`src/rtl/morph_frame_sched_if.sv`:
```
// morph_frame_sched_if: pixel-stream control and window-engine select bundle
interface morph_frame_sched_if #(parameter int CW = 10);
    logic          sof;
    logic          dval;
    logic [2:0]    mode;
    logic          clken;
    logic          flush;
    logic          win_val;
    logic [CW-1:0] cx;
    logic [CW-1:0] cy;
    logic          border;
    logic [1:0]    op0;
    logic [1:0]    op1;
    logic          eof;
    logic          busy;
    logic          err;
    modport master (output sof, dval, mode,
                    input  clken, flush, win_val, cx, cy, border, op0, op1, eof, busy, err);
    modport slave  (input  sof, dval, mode,
                    output clken, flush, win_val, cx, cy, border, op0, op1, eof, busy, err);
endinterface

```
`src/rtl/morph_frame_sched.sv`:
```
// morph_frame_sched: frame sequencer for the 3x3 morphology line buffer and window stages
module morph_frame_sched #(
    parameter int H_ACTIVE = 320,
    parameter int V_ACTIVE = 240,
    parameter int CW       = 10,
    parameter int NW       = 17
) (
    input  logic iclk,
    input  logic irst_n,
    morph_frame_sched_if.slave bus
);
    typedef enum logic [2:0] {IDLE, PRIME, ACTIVE, FLUSH, DONE} state_t;
    localparam int FW = CW + 1;
    localparam logic [NW-1:0] PRIME_END = NW'(H_ACTIVE);
    localparam logic [NW-1:0] LAST_PIX  = NW'(H_ACTIVE * V_ACTIVE - 1);
    localparam logic [FW-1:0] FLUSH_END = FW'(H_ACTIVE);
    localparam logic [CW-1:0] X_LAST    = CW'(H_ACTIVE - 1);
    localparam logic [CW-1:0] Y_LAST    = CW'(V_ACTIVE - 1);
    state_t st, st_nxt;
    logic [NW-1:0] in_cnt;
    logic [FW-1:0] fl_cnt;
    logic [CW-1:0] px, py;
    logic [1:0] op0_m, op1_m;
    logic acc, fl_feed, emit, x_wrap;
    always_comb begin
        acc     = bus.dval & (bus.sof | st == PRIME | st == ACTIVE);
        // an iSOF during FLUSH restarts the frame, so that cycle shifts pixel data, not padding
        fl_feed = st == FLUSH & ~bus.sof;
        emit    = ~bus.sof & (acc & st == ACTIVE | fl_feed);
        x_wrap  = px == X_LAST;
        op0_m   = (bus.mode == 3'd1 | bus.mode == 3'd3) ? 2'b01 :
                  (bus.mode == 3'd2 | bus.mode == 3'd4) ? 2'b10 : 2'b00;
        op1_m   = bus.mode == 3'd3 ? 2'b10 : bus.mode == 3'd4 ? 2'b01 : 2'b00;
        st_nxt  = st;
        if (bus.sof)
            st_nxt = PRIME;
        else
            case (st)
                PRIME:   st_nxt = (acc & in_cnt == PRIME_END) ? ACTIVE : PRIME;
                ACTIVE:  st_nxt = (acc & in_cnt == LAST_PIX) ? FLUSH : ACTIVE;
                FLUSH:   st_nxt = fl_cnt == FLUSH_END ? DONE : FLUSH;
                DONE:    st_nxt = IDLE;
                default: st_nxt = IDLE;
            endcase
    end
    assign bus.clken = acc | fl_feed;
    assign bus.flush = fl_feed;
    assign bus.busy  = st != IDLE;
    always_ff @(posedge iclk or negedge irst_n) begin
        if (!irst_n) begin
            st          <= IDLE;
            in_cnt      <= '0;
            fl_cnt      <= '0;
            px          <= '0;
            py          <= '0;
            bus.win_val <= 1'b0;
            bus.cx      <= '0;
            bus.cy      <= '0;
            bus.border  <= 1'b0;
            bus.op0     <= 2'b00;
            bus.op1     <= 2'b00;
            bus.eof     <= 1'b0;
            bus.err     <= 1'b0;
        end else begin
            st          <= st_nxt;
            bus.win_val <= emit;
            bus.border  <= emit & (px == '0 | x_wrap | py == '0 | py == Y_LAST);
            bus.eof     <= st == DONE & ~bus.sof;
            bus.err     <= bus.sof & st != IDLE | st == FLUSH & bus.dval;
            if (emit) begin
                bus.cx <= px;
                bus.cy <= py;
            end
            if (bus.sof) begin
                bus.op0 <= op0_m;
                bus.op1 <= op1_m;
                in_cnt  <= NW'(acc);
                fl_cnt  <= '0;
                px      <= '0;
                py      <= '0;
            end else begin
                in_cnt <= acc ? in_cnt + 1'b1 : in_cnt;
                fl_cnt <= fl_feed ? fl_cnt + 1'b1 : fl_cnt;
                // raster wrap counters stand in for c mod H / c div H
                px     <= emit ? (x_wrap ? '0 : px + 1'b1) : px;
                py     <= (emit & x_wrap) ? py + 1'b1 : py;
            end
        end
    end
endmodule

```
`src/flat_wrapper.sv`:
```
// flat-port wrapper written by rule: the top's interface ports become plain ports
module morph_frame_sched_flat 
#(
    parameter int H_ACTIVE = 320,
    parameter int V_ACTIVE = 240,
    parameter int CW       = 10,
    parameter int NW       = 17
)
  (iclk, irst_n, bus_sof, bus_dval, bus_mode, bus_clken, bus_flush, bus_win_val, bus_cx, bus_cy, bus_border, bus_op0, bus_op1, bus_eof, bus_busy, bus_err);
  morph_frame_sched_if #(.CW(CW)) bus_i ();
  input  logic iclk;
  input  logic irst_n;
  input wire logic [$bits(bus_i.sof)-1:0] bus_sof;
  input wire logic [$bits(bus_i.dval)-1:0] bus_dval;
  input wire logic [$bits(bus_i.mode)-1:0] bus_mode;
  output wire logic [$bits(bus_i.clken)-1:0] bus_clken;
  output wire logic [$bits(bus_i.flush)-1:0] bus_flush;
  output wire logic [$bits(bus_i.win_val)-1:0] bus_win_val;
  output wire logic [$bits(bus_i.cx)-1:0] bus_cx;
  output wire logic [$bits(bus_i.cy)-1:0] bus_cy;
  output wire logic [$bits(bus_i.border)-1:0] bus_border;
  output wire logic [$bits(bus_i.op0)-1:0] bus_op0;
  output wire logic [$bits(bus_i.op1)-1:0] bus_op1;
  output wire logic [$bits(bus_i.eof)-1:0] bus_eof;
  output wire logic [$bits(bus_i.busy)-1:0] bus_busy;
  output wire logic [$bits(bus_i.err)-1:0] bus_err;
  assign bus_i.sof = bus_sof;
  assign bus_i.dval = bus_dval;
  assign bus_i.mode = bus_mode;
  assign bus_clken = bus_i.clken;
  assign bus_flush = bus_i.flush;
  assign bus_win_val = bus_i.win_val;
  assign bus_cx = bus_i.cx;
  assign bus_cy = bus_i.cy;
  assign bus_border = bus_i.border;
  assign bus_op0 = bus_i.op0;
  assign bus_op1 = bus_i.op1;
  assign bus_eof = bus_i.eof;
  assign bus_busy = bus_i.busy;
  assign bus_err = bus_i.err;
  morph_frame_sched #(.H_ACTIVE(H_ACTIVE), .V_ACTIVE(V_ACTIVE), .CW(CW), .NW(NW)) u_core (.iclk(iclk), .irst_n(irst_n), .bus(bus_i));
endmodule
```
`config.mk`:
```
export PLATFORM = sky130hd
export DESIGN_NAME = morph_frame_sched_flat
export DESIGN_NICKNAME = d
export VERILOG_FILES = /design/src/rtl/morph_frame_sched_if.sv /design/src/rtl/morph_frame_sched.sv /design/src/flat_wrapper.sv
export SDC_FILE = /design/constraint.sdc
export NUM_CORES = 1
export LEC_CHECK = 0
export ABC_AREA = 1
export ABC_CLOCK_PERIOD_IN_PS = 1910
export CAP_MARGIN = 20
export CORE_MARGIN = 2
export CORE_UTILIZATION = 45
export CTS_BUF_LIST = sky130_fd_sc_hd__clkbuf_4
export CTS_CLUSTER_DIAMETER = 50
export DETAILED_ROUTE_END_ITERATION = 10
export PLACE_DENSITY = 0.75
export SYNTH_ARGS = -nofsm -noshare
export SYNTH_HDL_FRONTEND = slang
export SYNTH_SLANG_ARGS = --single-unit
```
`constraint.sdc`:
```
create_clock -name iclk -period 1.91 [get_ports iclk]
set_input_delay 0.191 -clock iclk [delete_from_list [all_inputs] [get_ports iclk]]
set_output_delay 0.191 -clock iclk [all_outputs]
set_load 0.03 [all_outputs]
```
==> metrics.md, run 1 <==
| Metric | Value |
|---|---|
| Unrepaired setup endpoints after global routing | `no` |
| First-pass GRT wire length | `between 15000 and 20000 um` |
| Clk Latency, worst-skew pair | `approximately 0.45 ns` |
| Vias in the first global route | `3727` |
| Yosys warning total | `0` |
| Clock network fraction of design power | `0.321` |
| Non-filler instance count after layout | `about 770` |
| Initial Util | `0.459` |
| Final net count | `645` |
| Routed length per instance | `roughly 13 um` |
| GP Congestion | `between 0.9 and 1` |
| Clk slew on worst S/H paths | `around 0.14 ns` |
| H-tree depth | `3` |
| Slew Limit Headroom | `0.667` |
| Initial antenna violation count | `0` |
| Synth Cell Area | `~4400 um^2` |
| Final Hold Vio Count | `0` |
| Placeable core area | `9680 um^2` |
| R2R depth | `8` |
| Gate power share | `0.097` |
| Gr usage total | `0.202` |
| Fin area | `approximately 5100 um^2` |
| Sequential share of power | `0.582` |
| Reg2reg start | `u_core.px[0]` |
| Setup slack, reg-to-reg | `~0.22 ns` |
| Peak supply drop | `around 0.38 mV` |
| Endpoints failing setup | `0` |
| Pin count of the biggest net entering global routing | `38` |
| Crit path max fanout | `11` |
| Power, Total | `around 3.0 mW` |
| Initial DRC Count | `230` |
| Top delay family on crit path | `simple AND/OR/NAND/NOR gates` |
| Top-count cell post-synth | `nand2_1` |
| Pleak | `2.38 nW` |
| Die width | `approximately 100 um` |
| Layout cells sized above 1 | `0.120` |
| Share of Yosys cell area claimed by the top area cell type | `0.445` |
| Kind of critical path | `flip-flop to primary output` |
| Vias/cell | `roughly 5.1` |
| Worst Setup End Kind | `primary output` |
| Hold Path Class | `input port to asynchronous set/reset pin` |
| Post-synth EDFFs | `0` |
| CTS sink count | `a little under 80` |
| Residual DRC count | `0` |
| Util after Layout | `0.527` |
| Syn Nets | `about 600` |
| Setup Skew | `0.0102 ns` |
| Max-slew violations | `0` |
| Switch Pwr | `0.883 mW` |
| Final Worst Setup Slack | `~0.10 ns` |
| Max Cap Violations | `0` |
| Synth cell count leaders | `nand2_1, dfrtp_1, inv_1` |
| Hold WS | `0.234 ns` |
| Vias post-DR | `between 3000 and 4000` |
| I/O pins | `38` |
| Worst Setup EP | `bus_clken` |
| Critical path required time | `1.72 ns` |
| Final WL | `between 9000 and 10000 um` |
| Slew @ Worst Pin | `~0.50 ns` |
| Crit path from | `u_core.st[0]` |
| Pwr Density | `581 nW/um^2` |
| Worst path max stage delay | `0.48 ns` |
| Dpl hpwl | `between 7000 and 8000 um` |
| FILL cells | `just over 900` |
| Post-synthesis sequential area ratio | `0.445` |
| Critical R2R Capture | `u_core.py[6]` |
| Pre-CTS setup slack | `between 0.2 and 0.25 ns` |
| Placed cells | `750` |
| Synthesized area per cell | `~7.6 um^2` |
| Fmax | `roughly 550 MHz` |
| Sw Share | `0.297` |
| Final period util | `0.947` |
| Die area | `about 11000 um^2` |
| Die Ht | `around 100 um` |
| Antenna Cells | `0` |
| Worst path arrival time | `approximately 1.6 ns` |
| PortBufs | `37` |
| Cell Chain, Critical Path | `nand3_1 -> nand3_2 -> nand2_4 -> nand2_1 -> buf_4` |
| Clock root cell | `clkbuf_4` |
| Cell taking the most area after synthesis | `dfrtp_1` |
| Yosys cell types | `39` |
| Post-synth top flop | `dfrtp_1` |
| CTS buffer count | `9` |
| Levels on crit path | `5` |
| CTS Buffer Depth | `2` |
| Crit-path slowest cell | `dfrtp_2` |
| CTS tree | `yes` |
| Minimum clock period | `between 1.5 and 2 ns` |
| Setup TNS | `0 ns` |
| DP Area | `4970 um^2` |
| Row count | `36` |
| Async set or reset register ratio after synthesis | `1.00` |
| Top post-synthesis cells by area | `dfrtp_1, nand2_1, inv_1` |
| Status | `finished, final reports clean` |
| P&R area growth vs syn | `15.0%` |
| WP buf/inv | `1` |
| Grt total ovfl | `0` |
| Post-route ant nets | `0` |
| Startpoint Class | `flip-flop` |
| Yosys reg bits | `about 80` |
| Pint | `between 2 and 2.5 mW` |
| Router iterations before antenna repair | `5` |
| Cells after synthesis | `between 500 and 600` |
## power groups by stage
stage,combinational [mW],clock [mW],sequential [mW]
floorplan,0.102,0,1.81
global placement,0.288,0,1.76
detailed placement,0.292,0,1.76
CTS,0.294,0.979,1.73
global route,0.319,1.03,1.73
finish,0.289,0.953,1.73
## metal layers
layer	wire length [um]	share of wire	track usage
met3	468	0.048	0.0430
met5	0	0	0
met1	4620	0.48	0.280
met4	174	0.018	0.0779
met2	4470	0.46	0.313
## sequential cells by signal, summed over array words and instances, names as in the netlist, 2 cells and up
signal and flops:
u_core.px 10, u_core.py 10, u_core.bus.cx 10, u_core.bus.op0 2, u_core.bus.op1 2, u_core.in_cnt 17
u_core.bus.cy 10, u_core.fl_cnt 11, u_core.st 3
## kinds of logic (layout without fill, tap and decap cells)
| kind of cell | Yosys count | in the layout | share of synthesized area |
|---|---|---|---|
| xor+xnor | 8 | 8 | 0.0158 |
| compound gates | 69 | 69 | 0.0941 |
| simple gates | 325 | 325 | 0.332 |
| flops | 79 | 79 | 0.445 |
| buf+inv | 94 | 146 | 0.0899 |
| fa+ha+maj | 8 | 8 | 0.0225 |
## timing repair
action | in CTS | in global routing
setup endpoints to repair | 3 | 4
gates resized for setup | 1 | 3
hold buffers | 1 | 0
endpoints found under the hold margin | 34 | 0
pin swaps | 1 | 0
setup buffers | 1 | 0
## worst register-to-register path, stage by stage, from the launching register on
cell and delay (ns):
dfrtp_2 0.46, ha_1 0.22, nand3_2 0.12, nor3_2 0.24, nand2_2 0.13, nor2_4 0.22, nor2_2 0.09, nand2_1 0.06
nand2_1 0.05
## cells in the final DEF (no fill, tap or decap), drive strengths merged
| cell | instances |
|---|---|
| clkbuf | 9 |
| nor4 | 2 |
| nand3 | 47 |
| clkinv | 2 |
| a31oi | 2 |
| nand2 | 159 |
| o31ai | 1 |
| or2 | 2 |
| nor2 | 71 |
| clkinvlp | 2 |
| buf | 14 |
| a22o | 1 |
| a21oi | 5 |
| o21ai | 53 |
| a32o | 1 |
| clkdlybuf4s50 | 33 |
| o22ai | 4 |
| inv | 84 |
| dlygate4sd3 | 1 |
| nand4 | 25 |
| nor3 | 19 |
| xor2 | 7 |
| a31o | 1 |
| o211ai | 1 |
| xnor2 | 1 |
| dlygate4sd2 | 1 |
| dfrtp | 79 |
| ha | 8 |
## cell type report
| cell class | instances | area, um^2 | share of cell area |
|---|---|---|---|
| multi-input combinational | 410 | 2060 | 0.404 |
| sequential | 79 | 1980 | 0.388 |
| timing repair buffer | 49 | 454 | 0.0889 |
| clock inverter | 7 | 53.8 | 0.0105 |
| clock buffer | 9 | 67.6 | 0.0132 |
| inverter | 81 | 322 | 0.0630 |
| tap | 133 | 166 | 0.0326 |
## worst min path at each step
stage | startpoint | to | slack, ns | cells past startpoint
after floorplan | irst_n | u_core.bus.border | -0.10 | 0
after global placement | irst_n | u_core.bus.cx[1] | 0.18 | 1
after detailed placement | irst_n | u_core.bus.cx[1] | 0.20 | 1
after CTS | irst_n | u_core.bus.op1[1] | 0.23 | 2
after global routing | irst_n | u_core.bus.cx[2] | 0.28 | 2
final | irst_n | u_core.bus.cx[1] | 0.23 | 2
Power figures use the tool's default switching activity.
==> run 2, diff against run 1 <==
--- a/config.mk
+++ b/config.mk
@@ -5,7 +5,6 @@
 export SDC_FILE = /design/constraint.sdc
 export NUM_CORES = 1
 export LEC_CHECK = 0
-export ABC_AREA = 1
 export ABC_CLOCK_PERIOD_IN_PS = 1910
 export CAP_MARGIN = 20
 export CORE_MARGIN = 2
==> run 2 against run 1 <==
The flow now finishes with violations (setup timing). Final cell count shrank 18%. Critical endpoint is now u_core.py[6]. First-iteration DRC count is 32% lower. Synthesized area shrank 7.9%. Largest power group unchanged.
==> metrics.md, run 2 <==
| Metric | Value |
|---|---|
| Yosys warning total | `0 (unchanged)` |
| Worst path max stage delay | `0.45 ns (-0.03 ns)` |
| Layout cells sized above 1 | `0.173 (+0.0537)` |
| Clock root cell | `clkbuf_4` |
| Vias post-DR | `3481 (-12%)` |
| Minimum clock period | `1.97 ns (+0.161 ns)` |
| Cell taking the most area after synthesis | `dfrtp_1` |
| Die Ht | `99.3 um (-3.9%)` |
| Reg2reg start | `u_core.px[9]` |
| Most flop-heavy register | `u_core.in_cnt` |
| Initial antenna violation count | `0 (unchanged)` |
| Synth Cell Area | `4090 um^2 (-7.9%)` |
| Setup Skew | `0.0194 ns (+0.00924 ns)` |
| Routed length per instance | `14.6 um (+16%)` |
| CTS buffer count | `9 (unchanged)` |
| Critical R2R Capture | `u_core.py[6]` |
| Commonest non-fill, non-tap cells in the layout | `dfrtp_1, nand2_1, buf_4, nor2_1, clkdlybuf4s50_1` |
| Worst path arrival time | `2.30 ns (+0.68 ns)` |
| Startpoint Class | `flip-flop` |
| Number of flip-flops under the largest register name | `17 (unchanged)` |
| Dpl hpwl | `6370 um (-12%)` |
| Top post-synthesis cells by area | `dfrtp_1, nand2_1, nor2_1` |
| Final WL | `9180 um (-5.7%)` |
| Critical path required time | `2.24 ns (+0.52 ns)` |
| Util after Layout | `0.583 (+0.0558)` |
| Final Worst Setup Slack | `-0.0603 ns (-0.161 ns)` |
| Top-count cell post-synth | `dfrtp_1` |
| Async set or reset register ratio after synthesis | `1.00 (unchanged)` |
| Post-synth EDFFs | `0 (unchanged)` |
| Die area | `9860 um^2 (-7.6%)` |
| Placed cells | `608 (-19%)` |
| Slew @ Worst Pin | `0.506 ns (+0.00665 ns)` |
| Synthesized area per cell | `9.27 um^2 (+22%)` |
| Synth cell count leaders | `dfrtp_1, nand2_1, nor2_1` |
| Post-synth top flop | `dfrtp_1` |
| H-tree depth | `3 (unchanged)` |
| CTS sink count | `79 (unchanged)` |
| Non-filler instance count after layout | `627 (-18%)` |
| PortBufs | `37 (unchanged)` |
| Kind of critical path | `flip-flop to flip-flop` |
| Antenna Cells | `0 (unchanged)` |
| Worst Hold End | `u_core.in_cnt[2]` |
| Worst Setup End Kind | `flip-flop` |
| Largest regs | `u_core.in_cnt x17, u_core.fl_cnt x11` |
| Pwr Density | `622 nW/um^2 (+7.0%)` |
| Placeable core area | `8760 um^2 (-9.5%)` |
| Unrepaired setup endpoints after global routing | `yes` |
| Power, Total | `3.18 mW (+7.1%)` |
| Cells after synthesis | `441 (-24%)` |
| Peak supply drop | `0.584 mV (+55%)` |
| Hold path depth | `3` |
| Failing checks | `setup timing` |
| Share of Yosys cell area claimed by the top area cell type | `0.484 (+0.0384)` |
| Cell Chain, Critical Path | `nor4b_4 -> or3b_4 -> buf_4 -> nor4_4 -> mux2_4` |
| Crit-path slowest cell | `or3b_4` |
| Vias in the first global route | `3313 (-11%)` |
| Endpoints failing setup | `5 (+5)` |
| Final Hold Vio Count | `0 (unchanged)` |
| HP Start | `bus_sof` |
| Post-synthesis sequential area ratio | `0.484 (+0.0384)` |
| Final net count | `529 (-18%)` |
| DP Area | `4840 um^2 (-2.6%)` |
| P&R area growth vs syn | `25.0%` |
| Yosys reg bits | `79 (unchanged)` |
| Gr usage total | `0.190 (-0.0126)` |
| Max-slew violations | `0 (unchanged)` |
| Grt total ovfl | `0 (unchanged)` |
| Syn Nets | `456 (-24%)` |
| Pleak | `2.24 nW (-5.9%)` |
| Row count | `34 (-5.6%)` |
| Residual DRC count | `0 (unchanged)` |
| Fin area | `5110 um^2 (about the same)` |
| Die width | `99.3 um (-3.9%)` |
| Pin count of the biggest net entering global routing | `49 (+29%)` |
| R2R depth | `5 (-3)` |
| Status | `complete, but fails checks` |
| CTS Buffer Depth | `2 (unchanged)` |
| I/O pins | `38 (unchanged)` |
| First-pass GRT wire length | `15300 um (-9.5%)` |
| Setup slack, reg-to-reg | `-0.06 ns (-0.28 ns)` |
| Max Cap Violations | `0 (unchanged)` |
| Final period util | `1.03 (+0.0841)` |
| Hold Path Class | `input port to flip-flop` |
| Vias/cell | `5.55 (+8.1%)` |
| Slew Limit Headroom | `0.660 (-0.00754)` |
| Clk Latency, worst-skew pair | `0.43 ns (-0.02 ns)` |
| Clk slew on worst S/H paths | `0.13 ns (about the same)` |
| Router iterations before antenna repair | `4 (-1)` |
| Crit path max fanout | `4 (-7)` |
| Initial DRC Count | `156 (-32%)` |
| Yosys cell types | `52 (+33%)` |
| Initial Util | `0.466 (+0.00792)` |
| Most common cell after layout, fill and taps aside | `dfrtp_1` |
| CTS tree | `yes` |
| Fmax | `508 MHz (-8.2%)` |
| Post-route ant nets | `0 (unchanged)` |
| GP Congestion | `0.875 (-4.1%)` |
## run 2: repair_timing
action | in CTS | in global routing
gates resized for setup | 3 | 20
pin swaps | 1 | 5
hold buffers | 1 | 0
setup buffers | 2 | 0
endpoints found under the hold margin | 30 | 0
endpoints found under the setup margin | 9 | 14
## run 2: metal layers
metal | track usage | vias to the layer above | routed length, um
met3 | 0.0394 | 8 | 395
met1 | 0.257 | 1691 | 4250
met4 | 0.0611 | 0 | 70
met2 | 0.307 | 89 | 4460
li1 | - | 1693 | -
met5 | 0 | - | 0
## run 2: cells by family after synthesis
logic type,share of synthesized area
xor+xnor,0.0321
fa+ha+maj,0.0245
mux,0.0484
buf+inv,0.0447
compound gates,0.0906
flops,0.484
simple gates,0.276
## run 2: cell type report
cell class,count,area [um^2]
timing repair buffer,84,729
multi-input combinational,317,2000
clock inverter,6,109
inverter,23,86.3
sequential,79,1980
tap,108,135
fill,746,3650
clock buffer,10,75.1
## run 2: critical path: cells and delay by family (launching register included)
family                 cells  cell delay, ns
multiplexers               1            0.33
flip-flops                 1            0.43
AND/OR/NAND/NOR            3            0.94
buffers and inverters      1            0.18
## run 2: worst max path at each step
stage	startpoint	end
6_report	u_core.px[9]	u_core.py[6]
5_1_grt	u_core.px[9]	u_core.py[5]
4_1_cts	u_core.px[7]	u_core.py[6]
3_5_place_dp	bus_dval	u_core.px[7]
3_3_place_gp	bus_dval	u_core.py[5]
2_1_floorplan	u_core.px[9]	u_core.py[5]
## run 2: through the flow
step	setup TNS, ns	worst slack [ns]	hold slack, ns
finish	-0.190	-0.0603	0.141
global route	-0.590	-0.124	0.146
CTS	-0.218	-0.0502	0.111
detailed placement	-3.56	-0.284	0.159
global placement	-2.61	-0.251	0.152
floorplan	-0.0504	-0.0197	-0.105
## run 2: power breakdown
group,switching (mW),leakage (nW),internal [mW]
clock network,0.574,0.100,0.676
registers,0.0134,1.08,1.69
logic,0.140,1.05,0.0840
